==> src/rtl/morse_tx.sv <==
// morse_tx: keys one Morse symbol (up to four dot/dash elements) onto a
// single line. A dot is 1 unit, a dash is 3 units, the gap between elements
// is 1 unit, and the closing gap after the last element is 3 units.
// One unit is UNIT_CYCLES clock cycles.
module morse_tx #(
  parameter int unsigned UNIT_CYCLES = 4
) (
  input  logic       CLKin,
  input  logic       RSTn,
  input  logic       start,
  input  logic [3:0] code,
  input  logic [2:0] len,
  input  logic       abort,
  output logic       key,
  output logic       busy,
  output logic       done
);

  localparam logic [1:0] S_IDLE = 2'd0;
  localparam logic [1:0] S_MARK = 2'd1;
  localparam logic [1:0] S_GAP  = 2'd2;
  localparam logic [1:0] S_LGAP = 2'd3;

  // The counter must reach 3*UNIT_CYCLES-1, the longest interval (dash or closing gap).
  localparam int unsigned CW = $clog2(3 * UNIT_CYCLES);
  localparam logic [CW-1:0] UNIT_M1 = CW'(UNIT_CYCLES - 1);
  localparam logic [CW-1:0] LONG_M1 = CW'(3 * UNIT_CYCLES - 1);

  logic [1:0]    state_q, state_d;
  logic [CW-1:0] cnt_q, cnt_d;
  logic [1:0]    idx_q, idx_d;
  logic [3:0]    code_q, code_d;
  logic [2:0]    len_q, len_d;
  logic          key_q, key_d;
  logic          busy_q, busy_d;
  logic          done_q, done_d;

  logic [CW-1:0] mark_end;
  logic          last_elem;

  assign mark_end  = code_q[idx_q] ? LONG_M1 : UNIT_M1;
  assign last_elem = ({1'b0, idx_q} == (len_q - 3'd1));

  // Next-state logic. Outputs are derived from the next state so they are
  // registered together with it: key and busy change on the same edge as the state.
  always_comb begin
    state_d = state_q;
    cnt_d   = cnt_q + CW'(1);
    idx_d   = idx_q;
    code_d  = code_q;
    len_d   = len_q;
    done_d  = 1'b0;

    case (state_q)
      S_IDLE: begin
        cnt_d = '0;
        if (start && !abort && (len != 3'd0)) begin
          state_d = S_MARK;
          code_d  = code;
          len_d   = (len > 3'd4) ? 3'd4 : len;
          idx_d   = '0;
        end
      end
      S_MARK: begin
        if (cnt_q == mark_end) begin
          cnt_d   = '0;
          state_d = last_elem ? S_LGAP : S_GAP;
        end
      end
      S_GAP: begin
        if (cnt_q == UNIT_M1) begin
          cnt_d   = '0;
          idx_d   = idx_q + 2'd1;
          state_d = S_MARK;
        end
      end
      default: begin
        if (cnt_q == LONG_M1) begin
          cnt_d   = '0;
          state_d = S_IDLE;
          done_d  = 1'b1;
        end
      end
    endcase

    if (abort && (state_q != S_IDLE)) begin
      state_d = S_IDLE;
      cnt_d   = '0;
      idx_d   = '0;
      code_d  = '0;
      len_d   = '0;
      done_d  = 1'b0;
    end

    key_d  = (state_d == S_MARK);
    busy_d = (state_d != S_IDLE);
  end

  // State, counters, latched symbol and registered outputs.
  always_ff @(posedge CLKin or negedge RSTn) begin
    if (!RSTn) begin
      state_q <= S_IDLE;
      cnt_q   <= '0;
      idx_q   <= '0;
      code_q  <= '0;
      len_q   <= '0;
      key_q   <= 1'b0;
      busy_q  <= 1'b0;
      done_q  <= 1'b0;
    end else begin
      state_q <= state_d;
      cnt_q   <= cnt_d;
      idx_q   <= idx_d;
      code_q  <= code_d;
      len_q   <= len_d;
      key_q   <= key_d;
      busy_q  <= busy_d;
      done_q  <= done_d;
    end
  end

  assign key  = key_q;
  assign busy = busy_q;
  assign done = done_q;

endmodule

==> config.mk <==
export PLATFORM = sky130hd
export DESIGN_NAME = morse_tx
export DESIGN_NICKNAME = d
export VERILOG_FILES = /design/src/rtl/morse_tx.sv
export SDC_FILE = /design/constraint.sdc
export NUM_CORES = 1
export LEC_CHECK = 0
export BUFFER_PORTS_ARGS = -buffer_cell sky130_fd_sc_hd__buf_2
export CAP_MARGIN = 30
export CORE_UTILIZATION = 35
export CTS_BUF_LIST = sky130_fd_sc_hd__clkbuf_8
export DETAILED_ROUTE_END_ITERATION = 6
export HOLD_SLACK_MARGIN = 0.05
export SYNTH_ARGS = -nofsm -noshare
export SYNTH_HDL_FRONTEND = slang
export SYNTH_SLANG_ARGS = --single-unit
==> constraint.sdc <==
create_clock -name CLKin -period 2.1 [get_ports CLKin]
set_input_delay 0.63 -clock CLKin [delete_from_list [all_inputs] [get_ports CLKin]]
set_output_delay 0.63 -clock CLKin [all_outputs]
set_load 0.1 [all_outputs]
==> results of run 1 <==
## layer usage
metal,share of wire [%],global-route usage [%],vias to the layer above
met1,47,20.8,416
li1,-,-,449
met3,4.5,2.07,7
met5,0,0,-
met2,45,25.2,24
met4,3.2,10.1,0
## layout make-up
type | count | area, µm²
inverter | 6 | 22.5
sequential | 18 | 450
multi-input combinational | 83 | 556
fill | 277 | 1570
clock buffer | 4 | 55.1
timing repair buffer | 19 | 110
tap | 31 | 38.8
## critical path, stage by stage, from the launching register on
cell       delay [ns]
dfrtp_1          0.44
mux4_2           0.63
xnor2_1          0.19
a2111oi_2        0.39
a211o_1          0.15
## worst max path at each step
stage | endpoint | slack, ns | cells past startpoint
global route | key$_DFF_PN0_ | 0.12 | 4
detailed placement | key$_DFF_PN0_ | 0.26 | 4
floorplan | len_q[1]$_DFFE_PN0P_ | 0.33 | 5
finish | key$_DFF_PN0_ | 0.25 | 4
global placement | key$_DFF_PN0_ | 0.34 | 4
CTS | key$_DFF_PN0_ | 0.24 | 4
## metrics by stage
stage	utilization (%)	setup WS (ns)
after global placement	42.0	0.336
final	43.9	0.246
after global routing	43.9	0.124
after CTS	43.9	0.243
after floorplan	-	0.330
after detailed placement	42.0	0.265
## registers in the layout (all words and copies together) (netlist names)
register  flops
cnt_q         4
code_q        4
len_q         3
idx_q         2
state_q       2
busy          1
done          1
key           1
## kinds of logic (layout without fill, tap and decap cells)
group                    count (synthesis)  count (layout)  share of synthesized area (%)
AO/OA/AOI/OAI                           29              29                           18.4
XOR/XNOR                                 6               6                           4.98
adder cells (fa/ha/maj)                  2               2                           2.37
buffers and inverters                   13              29                           4.63
flip-flops                              18              18                           42.7
multiplexers                             2               2                           3.08
AND/OR/NAND/NOR                         44              44                           23.8
## cells in the final DEF, fill, tap and decap left out, types with 2 or more instances in the layout
master,Yosys,layout
a211oi_1,2,2
a21oi_1,4,4
a31oi_1,2,2
and3_1,3,3
buf_2,0,13
buf_4,0,6
clkbuf_8,0,4
dfrtp_1,18,18
ha_1,2,2
inv_1,6,6
nand2_1,10,10
nand2b_1,3,3
nand3_1,2,2
nand3b_1,4,4
nor2_1,7,7
nor2b_1,4,4
nor3_1,3,3
o2111ai_1,2,2
o21ai_0,9,9
o21ai_1,2,2
o31ai_1,2,2
xnor2_1,4,4
xor2_1,2,2
## power breakdown
group	leakage [nW]	internal [mW]	switching [mW]
Sequential	0.241	0.381	0.0226
Combinational	0.265	0.0696	0.125
Clock	0.0288	0.167	0.124
Total	0.534	0.617	0.272
==> reports/qor.yml, run 1 <==
yosys_warnings: 0
die_y_um: 56.9
dr.pass1.iters: 5
maxCapViolations: 0
antenna_found_initial: 0
cts_tree: "yes"
overflow: 0
root_buffer: "clkbuf_8"
cts_setup_buffers: 0
yosysUniqueCellTypes: 37
final_nets: 144
synth_edf_count: 0
path_clk_slew_ns: 0.07
ys_top_cells_by_count: "18 x dfrtp_1, 10 x nand2_1, 9 x o21ai_0"
dieArea_mm2: 0.00324
portBuffers: 13
synth_top_area_cell: "dfrtp_1"
post-route-period-util_pct: 88.3
power_uw: 889
area_growth_syn_to_layout_pct: 16.8
insertion_delay_ns: 0.26
slew_violations: 0
hold_class: "in2async"
via_count: 896
timing.hold.ws_ns: 0.287
cts_buffers: 3
grt_pass1_vias: 893
drc: 0
clk_path_buf_depth: 2
fin_crit_ns: 1.85
gr-usage-all-layers_pct: 16.1
synth.area.top_cells: "dfrtp_1 43%, o21ai_0 4.3%, nand2_1 3.6%"
ff2ff_setup_slack_ns: 0.25
tns_ns: 0
core_mm2: 0.00281
setup_viol: 0
arrival_ns: 2.05
synth-seq-area-share_pct: 42.7
cts.htree.levels: 1
async_flop_share_pct: 100
status: "finished clean"
p_leak_nw: 0.534
fin_area_mm2: 0.00123
drive_gt1_share_pct: 20.8
layoutNonFillerInstCount: 161
start_util_pct: 37.6
wl_mm: 2.18
dp_hpwl_mm: 1.57
rsz0062_at_grt: "no"
ys_ff_latch: 18
grt_max_degree: 19
syn_nets: 127
slew_headroom_pct: 66.2
synth_top_area_share_pct: 42.7
grt_pass1_wl_mm: 3.95
cts_sinks: 18
skew_ns: 0.00444
placed_area_mm2: 0.00118
gp_congestion: 0.833
ys.flop_type: "dfrtp_1"
critPathLaunchType: "register"
ir_drop_mv: 0.269
ant_nets: 0
r2r-end: "key$_DFF_PN0_"
critPathLaunch: "idx_q[0]$_DFFE_PN0P_"
synth_cells: 114
syn_area_mm2: 0.00105
crit_required_ns: 2.30
worstSetupPathType: "reg2reg"
ff2ff_path_depth: 4
n_antenna_cell: 0
r2r-start: "idx_q[0]$_DFFE_PN0P_"
power.density_mw_per_mm2: 722
vias_per_cell: 5.57
rows: 19
fp.dieW_um: 56.9
hold_violations: 0
cts_resized: 0
avgSynthCellArea_um2: 9.25
ioPinCount: 14
dpl.cell_count: 157
drt_first_iter_violations: 39
yosysMostFrequentCell: "dfrtp_1"
fmax_mhz: 539
wl_per_cell_um: 13.6
worstPathMaxFanout: 7
cts_hold_buf: 0
worstSetupEndpointType: "register"
tightest_slew_ns: 0.502
Power figures use the tool's default switching activity.
==> run 2, diff against run 1 <==
BUFFER_PORTS_ARGS = default   (was -buffer_cell sky130_fd_sc_hd__buf_2)
DONT_BUFFER_PORTS = 1   (was default)
==> reports/qor.yml, run 2 (synthesis results as in run 1) <==
cts_buffers: 3
reg.largest.list: "cnt_q: 4 flops, code_q: 4 flops, len_q: 3 flops"
path_clk_slew_ns: 0.07
drc: 0
ioPinCount: 14
slew_violations: 0
worstSetupEndpointType: "register"
worstSetupPathType: "reg2reg"
maxCapViolations: 0
n_antenna_cell: 0
dpl.cell_count: 147
min_to: "done$_DFF_PN0_"
grt_pass1_vias: 878
p_sw_uw: 260
p_leak_nw: 0.501
cts.htree.levels: 1
area_growth_syn_to_layout_pct: 13.8
holdPathStages: 1
wl_mm: 2.16
dp_hpwl_mm: 1.59
clkPwrFrac_pct: 32.6
tightest_slew_ns: 0.813
die_y_um: 56.9
vias_per_cell: 5.54
core_mm2: 0.00281
r2r-start: "idx_q[0]$_DFFE_PN0P_"
fin_ws_ns: 0.272
worstPathMaxFanout: 7
status: "finished clean"
cts_tree: "yes"
rows: 19
portBuffers: 0
rsz0062_at_grt: "no"
root_buffer: "clkbuf_8"
critPathLaunchType: "register"
crit_chain: "mux4_2 > xnor2_1 > a2111oi_2 > a211o_1"
ir_drop_mv: 0.293
post-place-ws_ns: 0.289
via_count: 842
gr-usage-all-layers_pct: 16.1
tns_ns: 0
crit_required_ns: 2.30
overflow: 0
p_int_uw: 616
dieArea_mm2: 0.00324
swShare_pct: 29.7
ant_nets: 0
drt_first_iter_violations: 14
slew_headroom_pct: 45.6
start_util_pct: 37.6
clk_path_buf_depth: 2
skew_ns: 0.00101
grt_max_degree: 19
layoutNonFillerInstCount: 152
critPathMaxStageDelay_ns: 0.62
r2r-end: "key$_DFF_PN0_"
setup_viol: 0
hold_violations: 0
final_nets: 135
hp-start: "abort"
cts_resized: 0
slowest_stage: "mux4_2"
fp.dieW_um: 56.9
hold_class: "in2reg"
wl_per_cell_um: 14.2
layout_common_cells: "18 x dfrtp_1, 10 x nand2_1, 9 x o21ai_0, 9 x buf_4, 7 x nor2_1"
power_frac_comb_pct: 21.5
fin_crit_ns: 1.83
final_common_cell: "dfrtp_1"
ff2ff_path_depth: 4
arrival_ns: 2.03
dr.pass1.iters: 4
antenna_found_initial: 0
post-route-period-util_pct: 87.1
grt_pass1_wl_mm: 3.91
ff2ff_setup_slack_ns: 0.27
fmax_mhz: 547
pwr-share-seq_pct: 45.9
gp_congestion: 0.851
cts_sinks: 18
insertion_delay_ns: 0.25
drive_gt1_share_pct: 14.0
power.density_mw_per_mm2: 730
-- run 2: cell types whose count changed in the layout (fill, tap and decap cells not counted) --
cell           delta
buf_4             +3
dlygate4sd3_1     +1
buf_2            -13
-- run 2: what timing repair did --
item | in CTS | in global routing
hold buffers | 0 | 1
buffers inserted | 0 | 0
endpoints found under the hold margin | 0 | 18
-- run 2: cell type report --
class	instances	area, µm²
Multi-Input combinational cell	83	556
Clock buffer	4	55.1
Fill cell	284	1610
Timing Repair Buffer	10	77.6
Sequential cell	18	450
Tap cell	31	38.8
Inverter	6	22.5
-- run 2: power groups by stage --
stage | Sequential [mW] | Clock (mW) | Combinational [mW]
detailed placement | 0.409 | 0 | 0.182
global route | 0.407 | 0.311 | 0.209
CTS | 0.402 | 0.298 | 0.182
floorplan | 0.443 | 0 | 0.107
global placement | 0.410 | 0 | 0.177
finish | 0.402 | 0.285 | 0.188
-- run 2: critical path: cells and delay by family, from the launching register on --
family,cells,cell delay (ns)
compound gates,2,0.52
xor+xnor,1,0.19
flops,1,0.44
mux,1,0.62
-- run 2: routing by layer --
metal	GRT usage (%)	wire [µm]
met5	0	0
met3	3.46	83
met2	25.5	982
met1	20.8	1080
met4	7.32	16
-- run 2: worst max-delay path by stage --
stage | start | end | slack, ns | cells after the start
after CTS | idx_q[0]$_DFFE_PN0P_ | key$_DFF_PN0_ | 0.27 | 4
after global routing | idx_q[0]$_DFFE_PN0P_ | key$_DFF_PN0_ | 0.17 | 4
after floorplan | abort | len_q[1]$_DFFE_PN0P_ | 0.33 | 5
after global placement | idx_q[0]$_DFFE_PN0P_ | key$_DFF_PN0_ | 0.34 | 4
final | idx_q[0]$_DFFE_PN0P_ | key$_DFF_PN0_ | 0.27 | 4
after detailed placement | idx_q[0]$_DFFE_PN0P_ | key$_DFF_PN0_ | 0.29 | 4
-- run 2: stage by stage --
step,power [mW],hold WS (ns),utilization [%],area (µm²)
after CTS,0.882,0.0534,42.4,1190
after global placement,0.586,0.335,40.5,1130
after detailed placement,0.591,0.335,40.5,1130
final,0.875,0.439,42.8,1200
after global routing,0.927,0.429,42.8,1200
after floorplan,0.550,0.334,-,1050
